$ cat src/rtl/snake_step_ctrl_if.sv
// Bus between the snake movement sequencer and the body store
// (head-at-index-0 shift FIFO with push/pop, length and a registered read port).
interface snake_step_ctrl_if #(
   parameter int XW = 6,
   parameter int YW = 5
);
   logic [7:0]       body_len;
   logic [7:0]       rd_idx;
   logic [XW+YW-1:0] rd_data;
   logic             push;
   logic             pop;
   logic [XW+YW-1:0] push_data;

   modport master (
      input  body_len,
      input  rd_data,
      output rd_idx,
      output push,
      output pop,
      output push_data
   );

   modport slave (
      output body_len,
      output rd_data,
      input  rd_idx,
      input  push,
      input  pop,
      input  push_data
   );
endinterface

$ cat src/rtl/snake_step_ctrl.sv
// Per-tick snake movement sequencer: drains/seeds the body store, computes the
// next head, scans the body for self collision and commits a push or push+pop.
module snake_step_ctrl #(
   parameter int XW       = 6,
   parameter int YW       = 5,
   parameter int GRID_W   = 40,
   parameter int GRID_H   = 30,
   parameter int MAX_LEN  = 8,
   parameter int INIT_LEN = 3,
   parameter int START_X  = 20,
   parameter int START_Y  = 15
) (
   input  logic                  clk,
   input  logic                  reset,
   input  logic                  start,
   input  logic                  tick,
   input  logic [1:0]            dir_in,
   input  logic [XW-1:0]         food_x,
   input  logic [YW-1:0]         food_y,
   snake_step_ctrl_if.master     bus,
   output logic [XW-1:0]         head_x,
   output logic [YW-1:0]         head_y,
   output logic [1:0]            dir_out,
   output logic                  ate,
   output logic                  game_over,
   output logic                  busy
);
   localparam logic [XW-1:0] X_LAST   = XW'(GRID_W - 1);
   localparam logic [YW-1:0] Y_LAST   = YW'(GRID_H - 1);
   localparam logic [XW-1:0] START_HX = XW'(START_X);
   localparam logic [YW-1:0] START_HY = YW'(START_Y);
   localparam logic [XW-1:0] SEED_X0  = XW'(START_X - INIT_LEN + 1);
   localparam logic [7:0]    SEED_END = 8'(INIT_LEN - 1);
   localparam logic [7:0]    LEN_CAP  = 8'(MAX_LEN);

   typedef enum logic [2:0] {
      ST_IDLE, ST_DRAIN, ST_SEED, ST_RUN, ST_CALC, ST_SCAN, ST_COMMIT, ST_OVER
   } state_t;

   state_t            state_reg, state_next;
   logic [XW-1:0]     head_x_reg, head_x_next, nh_x_reg, nh_x_next;
   logic [YW-1:0]     head_y_reg, head_y_next, nh_y_reg, nh_y_next;
   logic [1:0]        dir_reg, dir_next;
   logic              game_over_reg, game_over_next;
   logic              pending_reg, pending_next;
   logic              drain_wait_reg, drain_wait_next;
   logic              grow_reg, grow_next, eat_reg, eat_next;
   logic [7:0]        cnt_reg, cnt_next, scan_n_reg, scan_n_next;
   logic [7:0]        rd_idx_reg, rd_idx_next;
   logic              push_reg, push_next, pop_reg, pop_next, ate_reg, ate_next;
   logic [XW+YW-1:0]  push_data_reg, push_data_next;

   logic              wall;
   logic [XW-1:0]     step_x;
   logic [YW-1:0]     step_y;
   logic              calc_eat, calc_grow;
   logic [7:0]        calc_n;

   // Candidate head for the current direction; no wrap, the wall flag covers the edges.
   always_comb begin
      step_x = head_x_reg;
      step_y = head_y_reg;
      wall   = 1'b0;
      case (dir_reg)
         2'd0: begin wall = (head_y_reg == '0);    step_y = head_y_reg - YW'(1); end
         2'd1: begin wall = (head_x_reg == X_LAST); step_x = head_x_reg + XW'(1); end
         2'd2: begin wall = (head_y_reg == Y_LAST); step_y = head_y_reg + YW'(1); end
         default: begin wall = (head_x_reg == '0); step_x = head_x_reg - XW'(1); end
      endcase
      calc_eat  = (step_x == food_x) && (step_y == food_y);
      calc_grow = calc_eat && (bus.body_len < LEN_CAP);
      // When moving, the tail vacates this tick, so it is not a collision target.
      calc_n    = calc_grow ? bus.body_len : bus.body_len - 8'd1;
   end

   always_comb begin
      state_next      = state_reg;
      head_x_next     = head_x_reg;
      head_y_next     = head_y_reg;
      nh_x_next       = nh_x_reg;
      nh_y_next       = nh_y_reg;
      dir_next        = dir_reg;
      game_over_next  = game_over_reg;
      pending_next    = pending_reg;
      drain_wait_next = drain_wait_reg;
      grow_next       = grow_reg;
      eat_next        = eat_reg;
      cnt_next        = cnt_reg;
      scan_n_next     = scan_n_reg;
      rd_idx_next     = rd_idx_reg;
      push_data_next  = push_data_reg;
      push_next       = 1'b0;
      pop_next        = 1'b0;
      ate_next        = 1'b0;

      if (tick && (state_reg == ST_CALC || state_reg == ST_SCAN || state_reg == ST_COMMIT))
         pending_next = 1'b1;

      case (state_reg)
         ST_IDLE, ST_OVER: begin
            if (start) begin
               state_next      = ST_DRAIN;
               game_over_next  = 1'b0;
               dir_next        = 2'd1;
               pending_next    = 1'b0;
               drain_wait_next = 1'b0;
            end
         end
         ST_DRAIN: begin
            // Pop, then idle a cycle so body_len reflects the pop before the next decision.
            if (drain_wait_reg) begin
               drain_wait_next = 1'b0;
            end else if (bus.body_len != 8'd0) begin
               pop_next        = 1'b1;
               drain_wait_next = 1'b1;
            end else begin
               state_next = ST_SEED;
               cnt_next   = 8'd0;
            end
         end
         ST_SEED: begin
            push_next      = 1'b1;
            push_data_next = {SEED_X0 + XW'(cnt_reg), START_HY};
            cnt_next       = cnt_reg + 8'd1;
            if (cnt_reg == SEED_END) begin
               head_x_next = START_HX;
               head_y_next = START_HY;
               state_next  = ST_RUN;
            end
         end
         ST_RUN: begin
            if (tick || pending_reg) begin
               pending_next = 1'b0;
               if (dir_in != (dir_reg ^ 2'd2))
                  dir_next = dir_in;
               state_next = ST_CALC;
            end
         end
         ST_CALC: begin
            if (wall) begin
               game_over_next = 1'b1;
               state_next     = ST_OVER;
            end else begin
               nh_x_next   = step_x;
               nh_y_next   = step_y;
               grow_next   = calc_grow;
               eat_next    = calc_eat;
               scan_n_next = calc_n;
               cnt_next    = 8'd0;
               rd_idx_next = 8'd0;
               state_next  = (calc_n == 8'd0) ? ST_COMMIT : ST_SCAN;
            end
         end
         ST_SCAN: begin
            // cnt_reg indexes the address on the bus; data for cnt_reg-1 is on rd_data.
            rd_idx_next = cnt_reg + 8'd1;
            cnt_next    = cnt_reg + 8'd1;
            if (cnt_reg != 8'd0 && bus.rd_data == {nh_x_reg, nh_y_reg}) begin
               game_over_next = 1'b1;
               state_next     = ST_OVER;
            end else if (cnt_reg == scan_n_reg) begin
               state_next = ST_COMMIT;
            end
         end
         ST_COMMIT: begin
            push_next      = 1'b1;
            pop_next       = !grow_reg;
            push_data_next = {nh_x_reg, nh_y_reg};
            head_x_next    = nh_x_reg;
            head_y_next    = nh_y_reg;
            ate_next       = eat_reg;
            state_next     = ST_RUN;
         end
         default: state_next = ST_IDLE;
      endcase
   end

   always_ff @(posedge clk or posedge reset) begin
      if (reset) begin
         state_reg      <= ST_IDLE;
         head_x_reg     <= '0;
         head_y_reg     <= '0;
         nh_x_reg       <= '0;
         nh_y_reg       <= '0;
         dir_reg        <= 2'd1;
         game_over_reg  <= 1'b0;
         pending_reg    <= 1'b0;
         drain_wait_reg <= 1'b0;
         grow_reg       <= 1'b0;
         eat_reg        <= 1'b0;
         cnt_reg        <= 8'd0;
         scan_n_reg     <= 8'd0;
         rd_idx_reg     <= 8'd0;
         push_reg       <= 1'b0;
         pop_reg        <= 1'b0;
         ate_reg        <= 1'b0;
         push_data_reg  <= '0;
      end else begin
         state_reg      <= state_next;
         head_x_reg     <= head_x_next;
         head_y_reg     <= head_y_next;
         nh_x_reg       <= nh_x_next;
         nh_y_reg       <= nh_y_next;
         dir_reg        <= dir_next;
         game_over_reg  <= game_over_next;
         pending_reg    <= pending_next;
         drain_wait_reg <= drain_wait_next;
         grow_reg       <= grow_next;
         eat_reg        <= eat_next;
         cnt_reg        <= cnt_next;
         scan_n_reg     <= scan_n_next;
         rd_idx_reg     <= rd_idx_next;
         push_reg       <= push_next;
         pop_reg        <= pop_next;
         ate_reg        <= ate_next;
         push_data_reg  <= push_data_next;
      end
   end

   assign bus.rd_idx    = rd_idx_reg;
   assign bus.push      = push_reg;
   assign bus.pop       = pop_reg;
   assign bus.push_data = push_data_reg;
   assign head_x        = head_x_reg;
   assign head_y        = head_y_reg;
   assign dir_out       = dir_reg;
   assign ate           = ate_reg;
   assign game_over     = game_over_reg;
   assign busy          = (state_reg != ST_IDLE) && (state_reg != ST_RUN);
endmodule

$ cat src/flat_wrapper.sv
// flat-port wrapper written by rule: the top's interface ports become plain ports
module snake_step_ctrl_flat 
#(
   parameter int XW       = 6,
   parameter int YW       = 5,
   parameter int GRID_W   = 40,
   parameter int GRID_H   = 30,
   parameter int MAX_LEN  = 8,
   parameter int INIT_LEN = 3,
   parameter int START_X  = 20,
   parameter int START_Y  = 15
)
  (clk, reset, start, tick, dir_in, food_x, food_y, head_x, head_y, dir_out, ate, game_over, busy, bus_body_len, bus_rd_data, bus_rd_idx, bus_push, bus_pop, bus_push_data);
  snake_step_ctrl_if #(.XW(XW), .YW(YW)) bus_i ();
  input  logic clk;
  input  logic reset;
  input  logic start;
  input  logic tick;
  input  logic [1:0] dir_in;
  input  logic [XW-1:0] food_x;
  input  logic [YW-1:0] food_y;
  output logic [XW-1:0] head_x;
  output logic [YW-1:0] head_y;
  output logic [1:0] dir_out;
  output logic ate;
  output logic game_over;
  output logic busy;
  input wire logic [$bits(bus_i.body_len)-1:0] bus_body_len;
  input wire logic [$bits(bus_i.rd_data)-1:0] bus_rd_data;
  output wire logic [$bits(bus_i.rd_idx)-1:0] bus_rd_idx;
  output wire logic [$bits(bus_i.push)-1:0] bus_push;
  output wire logic [$bits(bus_i.pop)-1:0] bus_pop;
  output wire logic [$bits(bus_i.push_data)-1:0] bus_push_data;
  assign bus_i.body_len = bus_body_len;
  assign bus_i.rd_data = bus_rd_data;
  assign bus_rd_idx = bus_i.rd_idx;
  assign bus_push = bus_i.push;
  assign bus_pop = bus_i.pop;
  assign bus_push_data = bus_i.push_data;
  snake_step_ctrl #(.XW(XW), .YW(YW), .GRID_W(GRID_W), .GRID_H(GRID_H), .MAX_LEN(MAX_LEN), .INIT_LEN(INIT_LEN), .START_X(START_X), .START_Y(START_Y)) u_core (.clk(clk), .reset(reset), .start(start), .tick(tick), .dir_in(dir_in), .food_x(food_x), .food_y(food_y), .bus(bus_i), .head_x(head_x), .head_y(head_y), .dir_out(dir_out), .ate(ate), .game_over(game_over), .busy(busy));
endmodule
$ cat config.mk
export PLATFORM = sky130hd
export DESIGN_NAME = snake_step_ctrl_flat
export DESIGN_NICKNAME = d
export VERILOG_FILES = /design/src/rtl/snake_step_ctrl_if.sv /design/src/rtl/snake_step_ctrl.sv /design/src/flat_wrapper.sv
export SDC_FILE = /design/constraint.sdc
export NUM_CORES = 1
export LEC_CHECK = 0
export CORE_MARGIN = 8
export CORE_UTILIZATION = 45
export DETAILED_ROUTE_END_ITERATION = 7
export PLACE_DENSITY = 0.7
export SKIP_CTS_REPAIR_TIMING = 1
export SYNTH_ARGS = -nofsm -noshare
export SYNTH_HDL_FRONTEND = slang
export SYNTH_SLANG_ARGS = --single-unit
export TNS_END_PERCENT = 1
$ cat constraint.sdc
create_clock -name clk -period 4.5 [get_ports clk]
set_input_delay 0.9 -clock clk [delete_from_list [all_inputs] [get_ports clk]]
set_output_delay 0.9 -clock clk [all_outputs]
set_load 0.05 [all_outputs]
* Word-level counts from Yosys, hierarchy flattened
Index checks and enable logic that the tools add are counted.
** Storage, ports and cells
- Register bits :: 70
- Bits of input ports :: 36
** Operators by class
- $add $sub $neg :: 7
- Order comparisons :: 1
- Equal/unequal tests :: 28
- Multiplexer cells :: 42
- Bitwise operators :: 2
- Reductions and logical operators :: 35
** Operators by type and width (number)
- 2-to-1 mux 8 bit :: 4
- 2-to-1 mux 3 bit :: 8
- one-hot mux 6 bit (2 select lines) :: 2
- one-hot mux 8 bit (3 select lines) :: 1
- one-hot mux 11 bit (2 select lines) :: 1
- one-hot mux 3 bit (7 select lines) :: 1
- one-hot mux 5 bit (2 select lines) :: 2
- one-hot mux 8 bit (2 select lines) :: 1
- nonzero test 8 bit :: 2
- equality test 3 bit, second input constant :: 4
- AND reduction 4 bit :: 3
- equality test 11 bit :: 1
- 2-to-1 mux 1 bit :: 10
- inequality test 2 bit, second input constant :: 5
- nonzero test 3 bit :: 3
- adder 8 x 1 -> 8 bit, second input constant :: 1
- equality test 8 x 2 -> 1 bit, second input constant :: 1
- equality test 8 bit :: 1
- logical NOT 8 bit :: 1
- less-than comparator 8 x 4 -> 1 bit, second input constant :: 1
- 2-to-1 mux 2 bit :: 4
- inequality test 2 x 1 -> 1 bit, second input constant :: 4
- AND reduction 2 bit :: 4
- nonzero test 2 bit :: 4
- 32 further kinds :: 46

* Logic depth before layout (Yosys ltp)
Gate-level depths: netlist of the first run.
- Depth after elaboration :: 11
- Depth in mapped cells :: 15

* Worst setup path before layout of the first run
Ideal clock, no wire load.
- Path type :: register -> register
- Start :: register u_core.dir_reg[0], in the netlist u_core.dir_out[0]
- End :: register u_core.scan_n_reg[1]
- Library setup time :: 124 ps
- Arrival :: 3625 ps
- Setup slack :: 751 ps
- Stages on the path, launching flop included :: 15
- Path buffers :: 4
- Clock period less this slack :: 3749 ps
- Cell sequence :: dfstp_2 > buf_6 > buf_2 > buf_1 > nand2_1 > ha_1 > a211oi_2 > a21oi_2 > or4b_1 > a31oi_1 > nor3b_1 > and4_1 > buf_4 > and3_1 > a211o_1
** Between the ends
- Longest elaborated chain between the ends :: 7
- Elaborated cells between the ends (all ways) :: 14
** Ends and longest elaborated chain
- from (decl) :: RTL line snake_step_ctrl.sv:43 : logic [1:0] dir_reg, dir_next;
- from (signal assigned) :: RTL line snake_step_ctrl.sv:204 : dir_reg <= dir_next;
- equality test 2 bit or logical NOT 2 bit (tied branches) :: RTL line snake_step_ctrl.sv:64 : case (dir_reg)
- OR reduction 2 bit (no source line)
- one-hot mux 6 bit (2 select lines) :: RTL line snake_step_ctrl.sv:64
- equality test 6 bit :: RTL line snake_step_ctrl.sv:70 : calc_eat = (step_x == food_x) && (step_y == food_y);
- logical AND 1 bit :: RTL line snake_step_ctrl.sv:70
- logical AND 1 bit :: RTL line snake_step_ctrl.sv:71 : calc_grow = calc_eat && (bus.body_len < LEN_CAP);
- 2-to-1 mux 8 bit :: RTL line snake_step_ctrl.sv:73 : calc_n = calc_grow ? bus.body_len : bus.body_len - 8'd1;
- to (signal assigned) :: RTL line snake_step_ctrl.sv:211 : scan_n_reg <= scan_n_next;
- to (decl) :: RTL line snake_step_ctrl.sv:48 : logic [7:0] cnt_reg, cnt_next, scan_n_reg, scan_n_next;
Parallel ways exist; a longest one is shown, timed or not.
A chain may end at the register's enable or synchronous reset.

* Final worst setup path of the first run
Same ends and word-level chain as after synthesis.

==> summary.txt, run 1 <==
Outcome
  • Status: finished clean

Synthesis
  • Ys Warns: 0
  • Yosys top cell by area: dfrtp_1
  • Mapped Cells: 524
  • Register area share after synthesis: 0.3862
  • Synth Register Bits: 70
  • Main synth FF type: dfrtp_1
  • Top-count cell post-synth: dfrtp_1
  • Syn Nets: 576
  • FFs w/ async S/R, synth: 1.000
  • Syn Area/Cell: 8.663 um^2
  • Top-area cell type share of the netlist area: 0.3804
  • Post-synthesis cell type count: 63
  • Number of synthesized flops with an enable pin: 0
  • Area of the mapped netlist: 0.004539 mm^2
  • List of most frequent post-synthesis cells: 69 x dfrtp_1, 63 x nand2_1, 56 x nor2_1
  • Synth area leaders: dfrtp_1 38%, xnor2_1 6.2%, nand2_1 5.2%, xor2_1 5.0%, o21ai_0 4.7%

Route
  • Final WL: 12020 um
  • DRC Markers: 0
  • Antenna-violating nets left: 0
  • WL/cell: 16.71 um
  • 1st-pass router iterations: 5
  • Post-DR vias/cell: 5.584
  • Initial drt markers: 336
  • Vias: 4015

Cells and area
  • Synth-to-Final Area Change: 21.11%
  • N_diodes: 0
  • Post-route cell area: 0.005498 mm^2
  • Fillcell total: 910
  • Max FFs per register: 11
  • Proportion of layout cells with a drive suffix above 1: 0.05631
  • Post-layout nets: 633

Clock network
  • Clk Latency, worst-skew pair: 340 ps
  • Clock tree buffer depth: 2
  • Reg clk slew, reported paths: 70 ps
  • H-tree Lvls: 3
  • CTS root buffer: clkbuf_8
  • CTS tree: yes
  • Clock sinks: 70
  • TritonCTS buffer count: 9

GRT
  • GRT Total Usage: 0.1872
  • Largest net degree at the start of global routing: 41
  • GRT overflow: 0
  • Initial antenna violation count: 0
  • First-pass GRT wire length: 19890 um
  • Number of global-route vias before repair: 3947

Critical path
  • Worst R2R Path Depth: 10
  • Worst endpoint data arrival time: 3890 ps
  • Critical path endpoint: u_core.scan_n_reg[1]
  • Critical path startpoint: u_core.dir_out[0]
  • Critical Path End Type: flip-flop
  • Startpoint Class: flip-flop
  • Critical Path RT: 4720 ps
  • Highest fanout seen on the critical path: 37
  • Critical path class: reg -> reg
  • R2R setup slack: 830 ps
  • Crit Reg-Reg Startpoint: u_core.dir_out[0]
  • Worst r2r dst: u_core.scan_n_reg[1]

STA
  • Fin crit share: 0.8152
  • Post-layout min period: 3669 ps
  • Final TNS setup: 0 ps
  • Setup violators final: 0
  • Worst slew margin: 0.2281
  • FMAX: 272.6 MHz
  • Worst Skew: 9.233 ps
  • Final Max Tran Viols: 0
  • Measured slew at the worst slew-check pin: 1155 ps
  • Final setup margin: 831.5 ps
  • Hold WS: 473.4 ps
  • RSZ-0062 raised after global routing: no
  • Final Hold Fails: 0

Placement
  • Worst slack at placement: 867.8 ps
  • Post-Place Cell Area: 0.005315 mm^2
  • Routability cong.: 0.8902
  • Port bufs: 72
  • Post-DP HPWL: 9297 um

Floorplan
  • Die area: 0.01356 mm^2
  • # IOs: 73
  • Core ar.: 0.009774 mm^2
  • Starting Density: 0.4644
  • Chip height: 116.4 um
  • Row count: 36
  • Die Width: 116.4 um

Power and ir drop
  • Power per cell area: 646.9 mW/mm^2
  • Worst VDD drop: 336.6 uV
  • Total power: 0.003557 W
  • P_leak: 2.287 nW

Flow run
  • Max cap viols: 0

Worst hold path
  • Worst hold-check path type: reg -> reg
[stage by stage]
step	util	cells
after detailed placement	0.5438	703
final	0.5625	719
after floorplan	-	524
after CTS	0.5625	719
after global placement	0.5438	703
after global routing	0.5625	719
[layout by cell type (no fill, tap or decap), types with 14 or more instances in the layout]
| master | netlist | final |
|---|---|---|
| clkdlybuf4s50_1 | 0 | 72 |
| inv_1 | 23 | 22 |
| nand2_1 | 63 | 63 |
| xor2_1 | 26 | 26 |
| dfrtp_1 | 69 | 69 |
| xnor2_1 | 32 | 32 |
| nor2_1 | 56 | 56 |
| o21ai_0 | 43 | 43 |
| a21oi_1 | 21 | 21 |
| ha_1 | 14 | 14 |
| nand3_1 | 22 | 22 |
[where the power goes]
| part | leakage [nW] | switching [W] | internal [W] | total (W) |
|---|---|---|---|---|
| clock network | 0.0904 | 0.000227 | 0.000255 | 0.000482 |
| logic | 1.31 | 0.00116 | 0.000736 | 0.00190 |
| registers | 0.890 | 0.000328 | 0.000849 | 0.00118 |
[worst min-delay path by stage]
| stage | start | to | slack [ps] | cells after the start |
|---|---|---|---|---|
| 3_3_place_gp | u_core.eat_reg | u_core.eat_reg | 460 | 2 |
| 3_5_place_dp | u_core.bus.push_data[4] | u_core.bus.push_data[4] | 470 | 2 |
| 6_report | u_core.bus.push_data[4] | u_core.bus.push_data[4] | 470 | 2 |
| 5_1_grt | u_core.bus.push_data[4] | u_core.bus.push_data[4] | 500 | 2 |
| 2_1_floorplan | u_core.grow_reg | u_core.bus.pop | 430 | 1 |
| 4_1_cts | u_core.bus.push_data[4] | u_core.bus.push_data[4] | 480 | 2 |
[layout make-up]
type | instances | area [um^2] | area share
timing repair buffer | 76 | 750.7 | 0.1365
clock buffer | 12 | 135.1 | 0.02458
inverter | 24 | 90.09 | 0.01639
clock inverter | 4 | 47.55 | 0.008648
tap | 133 | 166.4 | 0.03027
sequential | 70 | 1753 | 0.3188
multi-input combinational | 400 | 2555 | 0.4647
[worst max-delay path: stages (launching register included)]
cell and delay [ps]:
dfstp_2 950, nand2_1 300, ha_1 430, a211oi_2 240, a21oi_2 150, or4b_1 490, a31oi_1 200, nor3b_1 70
and4_1 280, and3_1 210, a211o_1 220
[metal layers]
metal / GRT usage / share of wire
met2: 0.2970 / 0.46
met3: 0.03826 / 0.066
met1: 0.2487 / 0.46
met5: 0 / 0
met4: 0.06309 / 0.015
[logic make-up (layout without fill, tap and decap cells)]
logic type,after synthesis,after routing,share of synthesized area
and+or+nand+nor,201,201,0.2161
AOI/OAI and AO/OA,116,116,0.1643
DFF,70,70,0.3862
xor gates and xnor gates,59,59,0.1169
buffers and inverters,54,116,0.05099
adders and majority gates,16,16,0.04741
muxes,8,8,0.01819
No activity file was read; power rests on OpenSTA's default activity.
==> inputs of run 2 (changes only) <==
--- a/config.mk
+++ b/config.mk
@@ -8,7 +8,7 @@
 export CORE_MARGIN = 8
 export CORE_UTILIZATION = 45
 export DETAILED_ROUTE_END_ITERATION = 7
-export PLACE_DENSITY = 0.7
+export PLACE_DENSITY = 0.73
 export SKIP_CTS_REPAIR_TIMING = 1
 export SYNTH_ARGS = -nofsm -noshare
 export SYNTH_HDL_FRONTEND = slang
==> constraint.sdc (replaced) <==
create_clock -name clk -period 3 [get_ports clk]
set_input_delay 0.6 -clock clk [delete_from_list [all_inputs] [get_ports clk]]
set_output_delay 0.6 -clock clk [all_outputs]
set_load 0.05 [all_outputs]
==> summary.txt, run 2 (synthesis gave the netlist of run 1 again) <==
Route
  • 1st-pass router iterations: 5 (unchanged)
  • Final WL: 12450 um (+3.6%)
  • Initial drt markers: 295 (-12%)
  • Antenna-violating nets left: 0 (unchanged)
  • DRC Markers: 0 (unchanged)
  • Post-DR vias/cell: 5.538 (-0.82%)
  • Vias: 4115 (+2.5%)
  • WL/cell: 16.75 um (+0.22%)

Cells and area
  • Area of the multi-input gates: 0.002592 mm^2 (+1.5%)
  • Post-layout nets: 659 (+4.1%)
  • Most frequent cells in the layout: 71 x clkdlybuf4s50_1, 69 x dfrtp_1, 62 x nand2_1
  • Proportion of layout cells with a drive suffix above 1: 0.1066 (+0.05024)
  • Commonest non-fill, non-tap cell in the layout: clkdlybuf4s50_1
  • FF/Latch Area: 0.001753 mm^2 (unchanged)
  • Max FFs per register: 11 (unchanged)
  • Synth-to-Final Area Change: 27.15%
  • N_diodes: 0 (unchanged)
  • Fillcell total: 871 (-4.3%)
  • Post-route cell area: 0.005772 mm^2 (+5.0%)

Placement
  • Port bufs: 72 (unchanged)
  • Post-Place Cell Area: 0.005550 mm^2 (+4.4%)
  • Post-DP HPWL: 9490 um (+2.1%)
  • Routability cong.: 0.8574 (-3.7%)

Critical path
  • Highest fanout seen on the critical path: 5 (-86%)
  • Critical Path RT: 3230 ps (-1490 ps)
  • Critical path class: reg -> reg
  • Worst R2R Path Depth: 12 (+2)
  • Crit Reg-Reg Startpoint: u_core.dir_out[0]
  • Critical Path End Type: flip-flop
  • Highest-delay cell along the critical path: dfstp_2
  • R2R setup slack: -10 ps (-840 ps)
  • Worst endpoint data arrival time: 3240 ps (-650 ps)
  • CP peak stage delay: 580 ps (-370 ps)
  • Crit-path cells: nor2_2, inv_1, ha_1, nor4b_1, a211oi_1, o311ai_1, buf_4, xor2_1, nor4_2, nand4_1, mux2i_2, o221a_1
  • Worst r2r dst: u_core.state_reg[1]
  • Startpoint Class: flip-flop

STA
  • Measured slew at the worst slew-check pin: 706.7 ps (-448.4 ps)
  • Final Max Tran Viols: 0 (unchanged)
  • Final Hold Fails: 0 (unchanged)
  • FMAX: 332.1 MHz (+22%)
  • Worst slew margin: 0.5289 (+0.3008)
  • Final setup margin: -11.08 ps (-842.6 ps)
  • Post-layout min period: 3011 ps (-657.4 ps)
  • Worst Skew: 7.799 ps (-1.434 ps)
  • Setup violators final: 1 (+1)
  • Fin crit share: 1.004 (+0.1885)
  • RSZ-0062 raised after global routing: yes

Worst hold path
  • Worst Hold End: u_core.bus.push_data[4]
  • Worst Hold Path Cells: 2 (unchanged)
  • Worst hold-check path type: reg -> reg
  • Hold_sp: u_core.bus.push_data[4]

Power and ir drop
  • P_leak: 2.430 nW (+6.3%)
  • Total power: 0.005590 W (+57%)
  • Part of the power in the clock network: 0.135 (about the same)
  • Logic pwr share: 0.575 (+0.041)
  • Switching fraction of total power: 0.4712 (-0.01159)
  • Power per cell area: 968.5 mW/mm^2 (+50%)
  • Net Sw Power: 0.002634 W (+53%)
  • Sequential power share: 0.290 (-0.041)
  • Worst VDD drop: 570.9 uV (+70%)
  • Int Power: 0.002956 W (+61%)

Floorplan
  • Die Width: 116.4 um (unchanged)
  • # IOs: 73 (unchanged)
  • Starting Density: 0.4644 (unchanged)
  • Core ar.: 0.009774 mm^2 (unchanged)
  • Row count: 36 (unchanged)
  • Die area: 0.01356 mm^2 (unchanged)
  • Chip height: 116.4 um (unchanged)

Clock network
  • CTS root buffer: clkbuf_8
  • Clk Latency, worst-skew pair: 340 ps (about the same)
  • Clock tree buffer depth: 2 (unchanged)
  • CTS tree: yes
  • Clock sinks: 70 (unchanged)
  • H-tree Lvls: 3 (unchanged)
  • TritonCTS buffer count: 9 (unchanged)
  • Reg clk slew, reported paths: 70 ps (about the same)

GRT
  • Initial antenna violation count: 0 (unchanged)
  • GRT overflow: 0 (unchanged)
  • Largest net degree at the start of global routing: 71 (+73%)
  • GRT Total Usage: 0.1922 (+0.004937)
  • Number of global-route vias before repair: 4014 (+1.7%)
  • First-pass GRT wire length: 20470 um (+3.0%)

Outcome
  • Status: finished with violations
  • Failing checks: negative setup slack

Flow run
  • Max cap viols: 0 (unchanged)
[run 2: power by group through the flow]
stage / Sequential (W) / Clock, W / Combinational (W)
4_1_cts: 0.00161 / 0.000772 / 0.00319
3_3_place_gp: 0.00161 / 0 / 0.00310
3_5_place_dp: 0.00163 / 0 / 0.00317
2_1_floorplan: 0.00209 / 0 / 0.00171
5_1_grt: 0.00166 / 0.000811 / 0.00348
6_report: 0.00162 / 0.000757 / 0.00321
[run 2: how the worst max path moves through the flow]
stage / from / end / slack (ps)
2_1_floorplan: u_core.dir_out[0] / u_core.scan_n_reg[1] / -280
3_3_place_gp: bus_rd_data[9] / u_core.game_over / 70
3_5_place_dp: u_core.dir_out[1] / u_core.state_reg[1] / 0.4
4_1_cts: u_core.dir_out[0] / u_core.state_reg[1] / -10
5_1_grt: u_core.dir_out[1] / u_core.state_reg[1] / -160
6_report: u_core.dir_out[0] / u_core.state_reg[1] / -10
[run 2: per-stage QoR]
stage / util / hold WS [ps] / setup TNS (ps) / cells / setup slack, ps
5_1_grt: 0.5905 / 500.9 / -491.1 / 743 / -162.1
3_5_place_dp: 0.5678 / 463.0 / 0 / 728 / 0.4285
3_3_place_gp: 0.5678 / 463.1 / 0 / 728 / 73.52
4_1_cts: 0.5872 / 481.0 / -13.84 / 742 / -13.84
6_report: 0.5905 / 471.9 / -11.08 / 743 / -11.08
2_1_floorplan: - / 427.1 / -1111 / 524 / -282.4
[run 2: critical path, delay by kind of cell, from the launching register on]
family | cells | cell delay (ps)
xor gates and xnor gates | 1 | 160
muxes | 1 | 220
adders and majority gates | 1 | 280
buffers and inverters | 2 | 280
AOI/OAI and AO/OA | 3 | 630
and+or+nand+nor | 4 | 750
DFF | 1 | 580
[run 2: final cells by class]
class                           instances  share of cell area
Sequential cell                        70              0.3037
Multi-Input combinational cell        400              0.4492
Timing Repair Buffer                  102              0.1700
Clock buffer                           13             0.02753
Inverter                               24             0.01561
Clock inverter                          1            0.005203
Tap cell                              133             0.02883
[run 2: layer usage]
| layer | vias up | track usage | share of wire |
|---|---|---|---|
| li1 | 1998 | - | - |
| met1 | 1954 | 0.2567 | 0.45 |
| met2 | 144 | 0.3008 | 0.46 |
| met3 | 19 | 0.04033 | 0.072 |
| met4 | 0 | 0.06828 | 0.021 |
| met5 | - | 0 | 0 |
